## src/rtl/encoder_8to3_seq.sv

```systemverilog
// ---------------------------------------------------------------------------
// encoder_8to3_seq
//   Sequential priority encoder. Captures an 8-bit multi-hot request vector
//   and emits the index of every set bit, one beat per accepted handshake,
//   in priority order. An all-zero vector produces a single flagged beat.
//
// Parameters
//   HI_FIRST   1: bit 7 served first, 0: bit 0 served first
//
// Ports
//   clk        rising-edge clock
//   rst_n      asynchronous active-low reset
//   in_valid   in_d carries a request vector
//   in_ready   block accepts a vector this cycle (registered)
//   in_d       8-bit request vector, bit i requests code i
//   out_valid  out_code/out_last/out_zero are valid (registered)
//   out_ready  consumer accepts the current code
//   out_code   index of the highest-priority pending bit (registered)
//   out_last   current beat is the final beat of the vector (registered)
//   out_zero   captured vector was all zeros (registered)
//   out_count  popcount of the captured vector, held until next capture
// ---------------------------------------------------------------------------
module encoder_8to3_seq #(
    parameter bit HI_FIRST = 1'b1
) (
    input  logic       clk,
    input  logic       rst_n,
    input  logic       in_valid,
    output logic       in_ready,
    input  logic [7:0] in_d,
    output logic       out_valid,
    input  logic       out_ready,
    output logic [2:0] out_code,
    output logic       out_last,
    output logic       out_zero,
    output logic [3:0] out_count
);

    localparam int unsigned VEC_W  = 8;
    localparam int unsigned CODE_W = 3;
    localparam int unsigned CNT_W  = 4;

    typedef enum logic {
        S_IDLE = 1'b0,
        S_EMIT = 1'b1
    } state_e;

    // Index of the first set bit in priority order; 0 for an empty vector.
    function automatic logic [CODE_W-1:0] prio_code(input logic [VEC_W-1:0] v);
        logic [CODE_W-1:0] code;
        code = '0;
        if (HI_FIRST) begin
            // Ascending scan: the last hit is the highest set bit.
            for (int i = 0; i < int'(VEC_W); i++) begin
                if (v[i]) code = CODE_W'(i);
            end
        end else begin
            // Descending scan: the last hit is the lowest set bit.
            for (int i = int'(VEC_W) - 1; i >= 0; i--) begin
                if (v[i]) code = CODE_W'(i);
            end
        end
        return code;
    endfunction

    // Number of set bits in the vector.
    function automatic logic [CNT_W-1:0] pop_count(input logic [VEC_W-1:0] v);
        logic [CNT_W-1:0] n;
        n = '0;
        for (int i = 0; i < int'(VEC_W); i++) begin
            n = n + CNT_W'(v[i]);
        end
        return n;
    endfunction

    // True when at most one bit is set; covers both "one left" and zero vector.
    function automatic logic at_most_one(input logic [VEC_W-1:0] v);
        return ((v & (v - VEC_W'(1))) == '0);
    endfunction

    state_e              state_q,   state_d;
    logic [VEC_W-1:0]    pending_q, pending_d;
    logic [CNT_W-1:0]    count_q,   count_d;
    logic [CODE_W-1:0]   code_q,    code_d;
    logic                last_q,    last_d;
    logic                zero_q,    zero_d;
    logic                valid_q,   valid_d;
    logic                ready_q,   ready_d;
    logic [VEC_W-1:0]    served_vec;

    // Next-state and next-output logic.
    always_comb begin
        state_d    = state_q;
        pending_d  = pending_q;
        count_d    = count_q;
        code_d     = code_q;
        last_d     = last_q;
        zero_d     = zero_q;
        valid_d    = valid_q;
        ready_d    = ready_q;
        // Pending vector with the currently presented bit removed.
        served_vec = pending_q & ~(VEC_W'(1) << code_q);

        unique case (state_q)
            S_IDLE: begin
                if (in_valid) begin
                    state_d   = S_EMIT;
                    pending_d = in_d;
                    count_d   = pop_count(in_d);
                    code_d    = prio_code(in_d);
                    last_d    = at_most_one(in_d);
                    zero_d    = (in_d == '0);
                    valid_d   = 1'b1;
                    ready_d   = 1'b0;
                end
            end
            S_EMIT: begin
                if (out_ready) begin
                    if (last_q) begin
                        // Final beat taken: one bubble cycle in IDLE follows.
                        state_d   = S_IDLE;
                        pending_d = '0;
                        code_d    = '0;
                        last_d    = 1'b0;
                        zero_d    = 1'b0;
                        valid_d   = 1'b0;
                        ready_d   = 1'b1;
                    end else begin
                        pending_d = served_vec;
                        code_d    = prio_code(served_vec);
                        last_d    = at_most_one(served_vec);
                    end
                end
            end
            default: begin
                state_d   = S_IDLE;
                pending_d = '0;
                code_d    = '0;
                last_d    = 1'b0;
                zero_d    = 1'b0;
                valid_d   = 1'b0;
                ready_d   = 1'b1;
            end
        endcase
    end

    // State and output registers.
    always_ff @(posedge clk or negedge rst_n) begin
        if (!rst_n) begin
            state_q   <= S_IDLE;
            pending_q <= '0;
            count_q   <= '0;
            code_q    <= '0;
            last_q    <= 1'b0;
            zero_q    <= 1'b0;
            valid_q   <= 1'b0;
            ready_q   <= 1'b1;
        end else begin
            state_q   <= state_d;
            pending_q <= pending_d;
            count_q   <= count_d;
            code_q    <= code_d;
            last_q    <= last_d;
            zero_q    <= zero_d;
            valid_q   <= valid_d;
            ready_q   <= ready_d;
        end
    end

    assign in_ready  = ready_q;
    assign out_valid = valid_q;
    assign out_code  = code_q;
    assign out_last  = last_q;
    assign out_zero  = zero_q;
    assign out_count = count_q;

endmodule

```

## config.mk

```make
export PLATFORM = sky130hd
export DESIGN_NAME = encoder_8to3_seq
export DESIGN_NICKNAME = d
export VERILOG_FILES = /design/src/rtl/encoder_8to3_seq.sv
export SDC_FILE = /design/constraint.sdc
export NUM_CORES = 1
export LEC_CHECK = 0
export ABC_AREA = 1
export BUFFER_PORTS_ARGS = -buffer_cell sky130_fd_sc_hd__buf_4
export CAP_MARGIN = 20
export CORE_AREA = 2 2 56 58
export DETAILED_ROUTE_END_ITERATION = 10
export DIE_AREA = 0 0 58 60
export PLACE_DENSITY = 0.79
export SLEW_MARGIN = 40
export SYNTH_ARGS = -nofsm -noshare
export SYNTH_HDL_FRONTEND = slang
export SYNTH_SLANG_ARGS = --single-unit
```

## constraint.sdc

```tcl
create_clock -name clk -period 1.4 [get_ports clk]
set_input_delay 0.28 -clock clk [delete_from_list [all_inputs] [get_ports clk]]
set_output_delay 0.28 -clock clk [all_outputs]
set_load 0.01 [all_outputs]
```

==> out/qor.csv, run 1 <==
metric;value;unit
Hold Path Class;primary input to register;
Slew Viols, Final;0;
die width;58;um
post-route setup slack;-1110;ps
Synth Warn #;0;
share of cells above drive strength 1;37.8;%
Overflow after GRT;0;
Synth Register Bits;20;
Crit path arrival time;2760;ps
syn nets;216;
placed cells;263;
vias per cell;5.18;
commonest non-fill, non-tap cell in the layout;nand2_1;
period utilization;180;%
RSZ-0062 raised after global routing;yes;
max_cap viols;0;
Clk pin slew, worst setup/hold paths;130;ps
CTS Buffer Depth;2;
vias;1418;
die area;0.00348;mm^2
total CTS buffers;3;
initial core utilization;48.1;%
count of final setup violators;5;
CTS H-tree depth;1;
synthesized instance count;195;
Req. time, crit path;1640;ps
Die H;60;um
Int Pwr;0.00218;W
clk_lat worst skew;310;ps
CTS Root Cell;clkbuf_4;
vias in the first global route;1466;
Critical Path Start;in_d[0];
wirelength, routed;3.46;mm
sequential power share;29.1;%
Layout Skew;6.15;ps
worst slew pin tran;265;ps
Routed Antenna Nets;0;
R2R cell count;9;
min Tclk post-route;2510;ps
port bufs;22;
I/O pins;23;
Sw Ratio;45.7;%
Setup crit end kind;register;
mapped cell area;0.00140;mm^2
area delta synth->final;37.1;%
power share of the clock group;12.1;%
Pre-Repair DR Iteration Count;4;
largest net degree at the start of global routing;21;
VDD IR max;0.00135;V
CP Capture Point;out_count[1];
dpl ws;-1520;ps
drt wl/cell;12.6;um
Row Count;20;
CP Launch Type;primary input;
total power;0.00402;W
Residual DRC;0;
Core ar.;0.00290;mm^2
pwr dens;2100;mW/mm^2
combinational power share;58.8;%
Crit Path Max Fanout;2;
failing checks;negative setup slack;
Iter 0 DRT Violations;29;
Fin. Hold Viols;0;
FF-to-FF End;out_last;
Post-DP Area;0.00171;mm^2
first-pass GRT wire length;5.99;mm
NetSw;0.00183;W
HPWL Detailed;2.67;mm
CP Class;primary input to register;
Cell Count, Final, Fillers Out;274;
Syn Area/Cell;7.16;um^2
initial antenna violation count;0;
clock sinks;20;
Slew HR;82.3;%
aggregate global-route resource usage;22.5;%
Yosys cell types;24;
fmax;398;MHz
most frequent cells in the layout;41 x nand2_1, 40 x buf_4, 19 x nor2_1;
status;finished with violations;
flop2flop setup slack;-10;ps
antenna fix cells;0;
CTS tree;yes;
Static Leakage;0.966;nW
sequential-to-total area share from yosys stat;35.9;%
fin area;0.00191;mm^2
worst r2r src;out_code[0];
nets;263;
routability cong.;0.872;
cell families after synthesis:
family	count (synthesis)	synth area share [%]
AOI/OAI and AO/OA	39	14.8
xor gates and xnor gates	1	0.627
adders and majority gates	9	10.2
buffers and inverters	31	8.60
DFF	20	35.9
and+or+nand+nor	95	29.8
final cells by class:
cell class | instances | area, um^2
Clock inverter | 1 | 30.0
Clock buffer | 3 | 22.5
Inverter | 28 | 110
Tap cell | 33 | 41.3
Fill cell | 249 | 988
Timing Repair Buffer | 45 | 359
Sequential cell | 20 | 505
Multi-Input combinational cell | 144 | 846
cells in the mapped netlist:
cell type	count	area [um^2]
nand2_1	45	169
inv_1	23	86.3
nor2_1	21	78.8
dfrtp_1	19	475
o21ai_0	17	85.1
a21oi_1	15	75.1
nand3_1	13	65.1
nand2_2	9	56.3
ha_1	5	62.6
inv_2	5	18.8
fa_1	4	80.1
nor2_2	4	25.0
buf_2	3	15.0
o21ai_1	2	10.0
a21oi_2	1	8.76
a22oi_1	1	7.51
a31oi_1	1	6.26
dfstp_2	1	26.3
nand3_2	1	10.0
nand4_1	1	6.26
o22ai_1	1	6.26
o31ai_1	1	7.51
or2_1	1	6.26
xor2_1	1	8.76
power groups by stage:
stage                     clock network (W)  logic [W]  registers, W
after floorplan                           0    0.00134       0.00114
after global placement                    0    0.00197       0.00112
after detailed placement                  0    0.00201       0.00113
after CTS                          0.000494    0.00210       0.00112
after global routing               0.000528    0.00267       0.00120
final                              0.000488    0.00236       0.00117
what timing repair did:
item	CTS	global route
endpoints found under the hold margin	19	0
gates resized for setup	12	21
endpoints found under the setup margin	5	10
hold buffers	1	0
setup buffers	2	4
pin swaps	2	6
worst min path at each step:
stage / start / end / cells after the start
global route: out_ready / state_q / 4
finish: out_ready / state_q / 4
floorplan: rst_n / out_code[0] / 0
global placement: rst_n / out_code[2] / 1
CTS: out_ready / state_q / 4
detailed placement: rst_n / out_code[1] / 1
metal layers:
layer | GRT usage [%] | vias up | share of wire (%)
met2 | 43.0 | 31 | 53
met5 | 0 | - | 0
met4 | 6.31 | 0 | 0.72
li1 | - | 718 | -
met3 | 2.60 | 4 | 3.0
met1 | 26.4 | 665 | 43
stage by stage:
step / TNS (ps) / util (%) / hold slack [ps]
floorplan: -4270 / - / -15.6
global placement: -5320 / 58.9 / 174
detailed placement: -5410 / 58.9 / 176
CTS: -3760 / 62.6 / 211
global route: -4020 / 65.9 / 213
finish: -3680 / 65.9 / 213
state kept, by name, indices dropped and copies added (netlist names):
| name | flops |
|---|---|
| pending_q | 8 |
| out_count | 4 |
| out_code | 3 |
| in_ready | 1 |
| out_last | 1 |
| out_valid | 1 |
| out_zero | 1 |
| state_q | 1 |
critical path: stages:
cell and delay [ps]:
buf_8 100, fa_1 530, inv_1 50, fa_1 460, fa_1 510, inv_2 50
ha_4 150, inv_2 50, fa_2 420, o21ai_2 150
Power figures use the tool's default switching activity.
==> inputs of run 2 (changes only) <==
--- a/config.mk
+++ b/config.mk
@@ -12,6 +12,7 @@
 export DETAILED_ROUTE_END_ITERATION = 10
 export DIE_AREA = 0 0 58 60
 export PLACE_DENSITY = 0.79
+export REMOVE_ABC_BUFFERS = 1
 export SLEW_MARGIN = 40
 export SYNTH_ARGS = -nofsm -noshare
 export SYNTH_HDL_FRONTEND = slang
==> out/qor.csv, run 2 (same netlist as run 1, synthesis figures left out) <==
metric;value;unit
fmax;403;MHz
total CTS buffers;3;
vias;1424;
fillers;257;
Setup crit end kind;register;
Hold Path Class;primary input to register;
share of cells above drive strength 1;37.3;%
Overflow after GRT;0;
first-pass GRT wire length;5.60;mm
wirelength, routed;3.33;mm
Die H;60;um
Slew Viols, Final;0;
CTS H-tree depth;1;
nets;263;
commonest non-fill, non-tap cell in the layout;buf_4;
setup tns final;-3790;ps
initial antenna violation count;0;
CTS tree;yes;
CP Launch Type;primary input;
vias in the first global route;1309;
status;finished with violations;
Fin. Hold Viols;0;
HPWL Detailed;2.51;mm
clk_lat worst skew;310;ps
Core ar.;0.00290;mm^2
Iter 0 DRT Violations;37;
count of final setup violators;5;
min Tclk post-route;2480;ps
I/O pins;23;
Pre-Repair DR Iteration Count;4;
routability cong.;0.953;
largest net degree at the start of global routing;21;
drt wl/cell;12.2;um
period utilization;177;%
Slew HR;82.8;%
aggregate global-route resource usage;21.2;%
Crit path arrival time;2690;ps
RSZ-0062 raised after global routing;yes;
area delta synth->final;35.3;%
initial core utilization;48.1;%
Largest Register;pending_q;
max_cap viols;0;
Routed Antenna Nets;0;
die area;0.00348;mm^2
Req. time, crit path;1610;ps
Static Leakage;0.959;nW
Row Count;20;
VDD IR max;0.00114;V
Crit Path Max Fanout;2;
CTS Root Cell;clkbuf_4;
CTS Buffer Depth;2;
Hold Slack;215;ps
CP Class;primary input to register;
Residual DRC;0;
port bufs;22;
clock sinks;20;
pwr dens;2070;mW/mm^2
worst slew pin tran;256;ps
post-route setup slack;-1080;ps
most frequent cells in the layout;42 x buf_4, 40 x nand2_1, 20 x nor2_1;
antenna fix cells;0;
Layout Skew;7.56;ps
max FFs per register;8;
Clk pin slew, worst setup/hold paths;120;ps
vias per cell;5.20;
die width;58;um
failing checks;negative setup slack;
Core Util, Final;65.1;%
-- run 2: cell counts in the layout (fill, tap and decap cells not counted) --
No cell type changed its count.
-- run 2: what timing repair did --
| item | CTS | global route |
|---|---|---|
| resized for setup | 11 | 20 |
| endpoints found under the setup margin | 4 | 9 |
| endpoints found under the hold margin | 19 | 0 |
| hold buffers | 1 | 0 |
| buffers inserted | 1 | 4 |
| pin swaps | 2 | 10 |
| cloned | 0 | 0 |
-- run 2: final timing paths --
| kind | start | endpoint | slack, ps | cells past startpoint |
|---|---|---|---|---|
| max | in_d[0] | out_count[1] | -1080 | 10 |
| max reg2reg | out_code[2] | out_last | -10 | 9 |
| min in group asynchronous | rst_n | out_count[3] | 360 | 2 |
| max in group asynchronous | rst_n | in_ready | 770 | 2 |
| min reg2reg | out_valid | out_valid | 500 | 2 |
| min | out_ready | state_q | 210 | 4 |
-- run 2: through the flow --
step,total power (W),setup WS [ps],instances,cell area [um^2]
6_report,0.00391,-1080,274,1890
2_1_floorplan,0.00244,-1290,192,1380
4_1_cts,0.00367,-1080,270,1810
3_5_place_dp,0.00313,-1500,264,1720
5_1_grt,0.00429,-1140,274,1890
3_3_place_gp,0.00308,-1460,264,1720
-- run 2: cell type report --
cell class,count,area (um^2),share of cell area (%)
clock buffers,3,22.5,1.19
repair buffers,45,348,18.4
multi-input cells,144,835,44.2
flip-flops and latches,20,505,26.8
inverters,28,108,5.70
clock inverters,1,30.0,1.59
well taps,33,41.3,2.19
-- run 2: metal layers --
layer	wire length, um	GRT usage, %	part of all wire, %	vias to the layer above
li1	-	-	-	717
met1	1470	26.3	44	669
met2	1660	36.9	50	29
met3	120	2.81	3.6	9
met4	80	9.63	2.4	0
met5	0	0	0	-
-- run 2: power breakdown --
part | total, W | internal, W | switching, W
combinational | 0.00229 | 0.000970 | 0.00132
sequential | 0.00115 | 0.000871 | 0.000278
clock | 0.000471 | 0.000290 | 0.000181
total | 0.00391 | 0.00213 | 0.00178
-- run 2: critical path, cell delays in order --
cell,delay [ps]
buf_6,100
fa_1,530
inv_1,50
fa_1,490
fa_2,440
inv_2,70
ha_4,130
inv_2,30
fa_2,520
o21ai_2,50
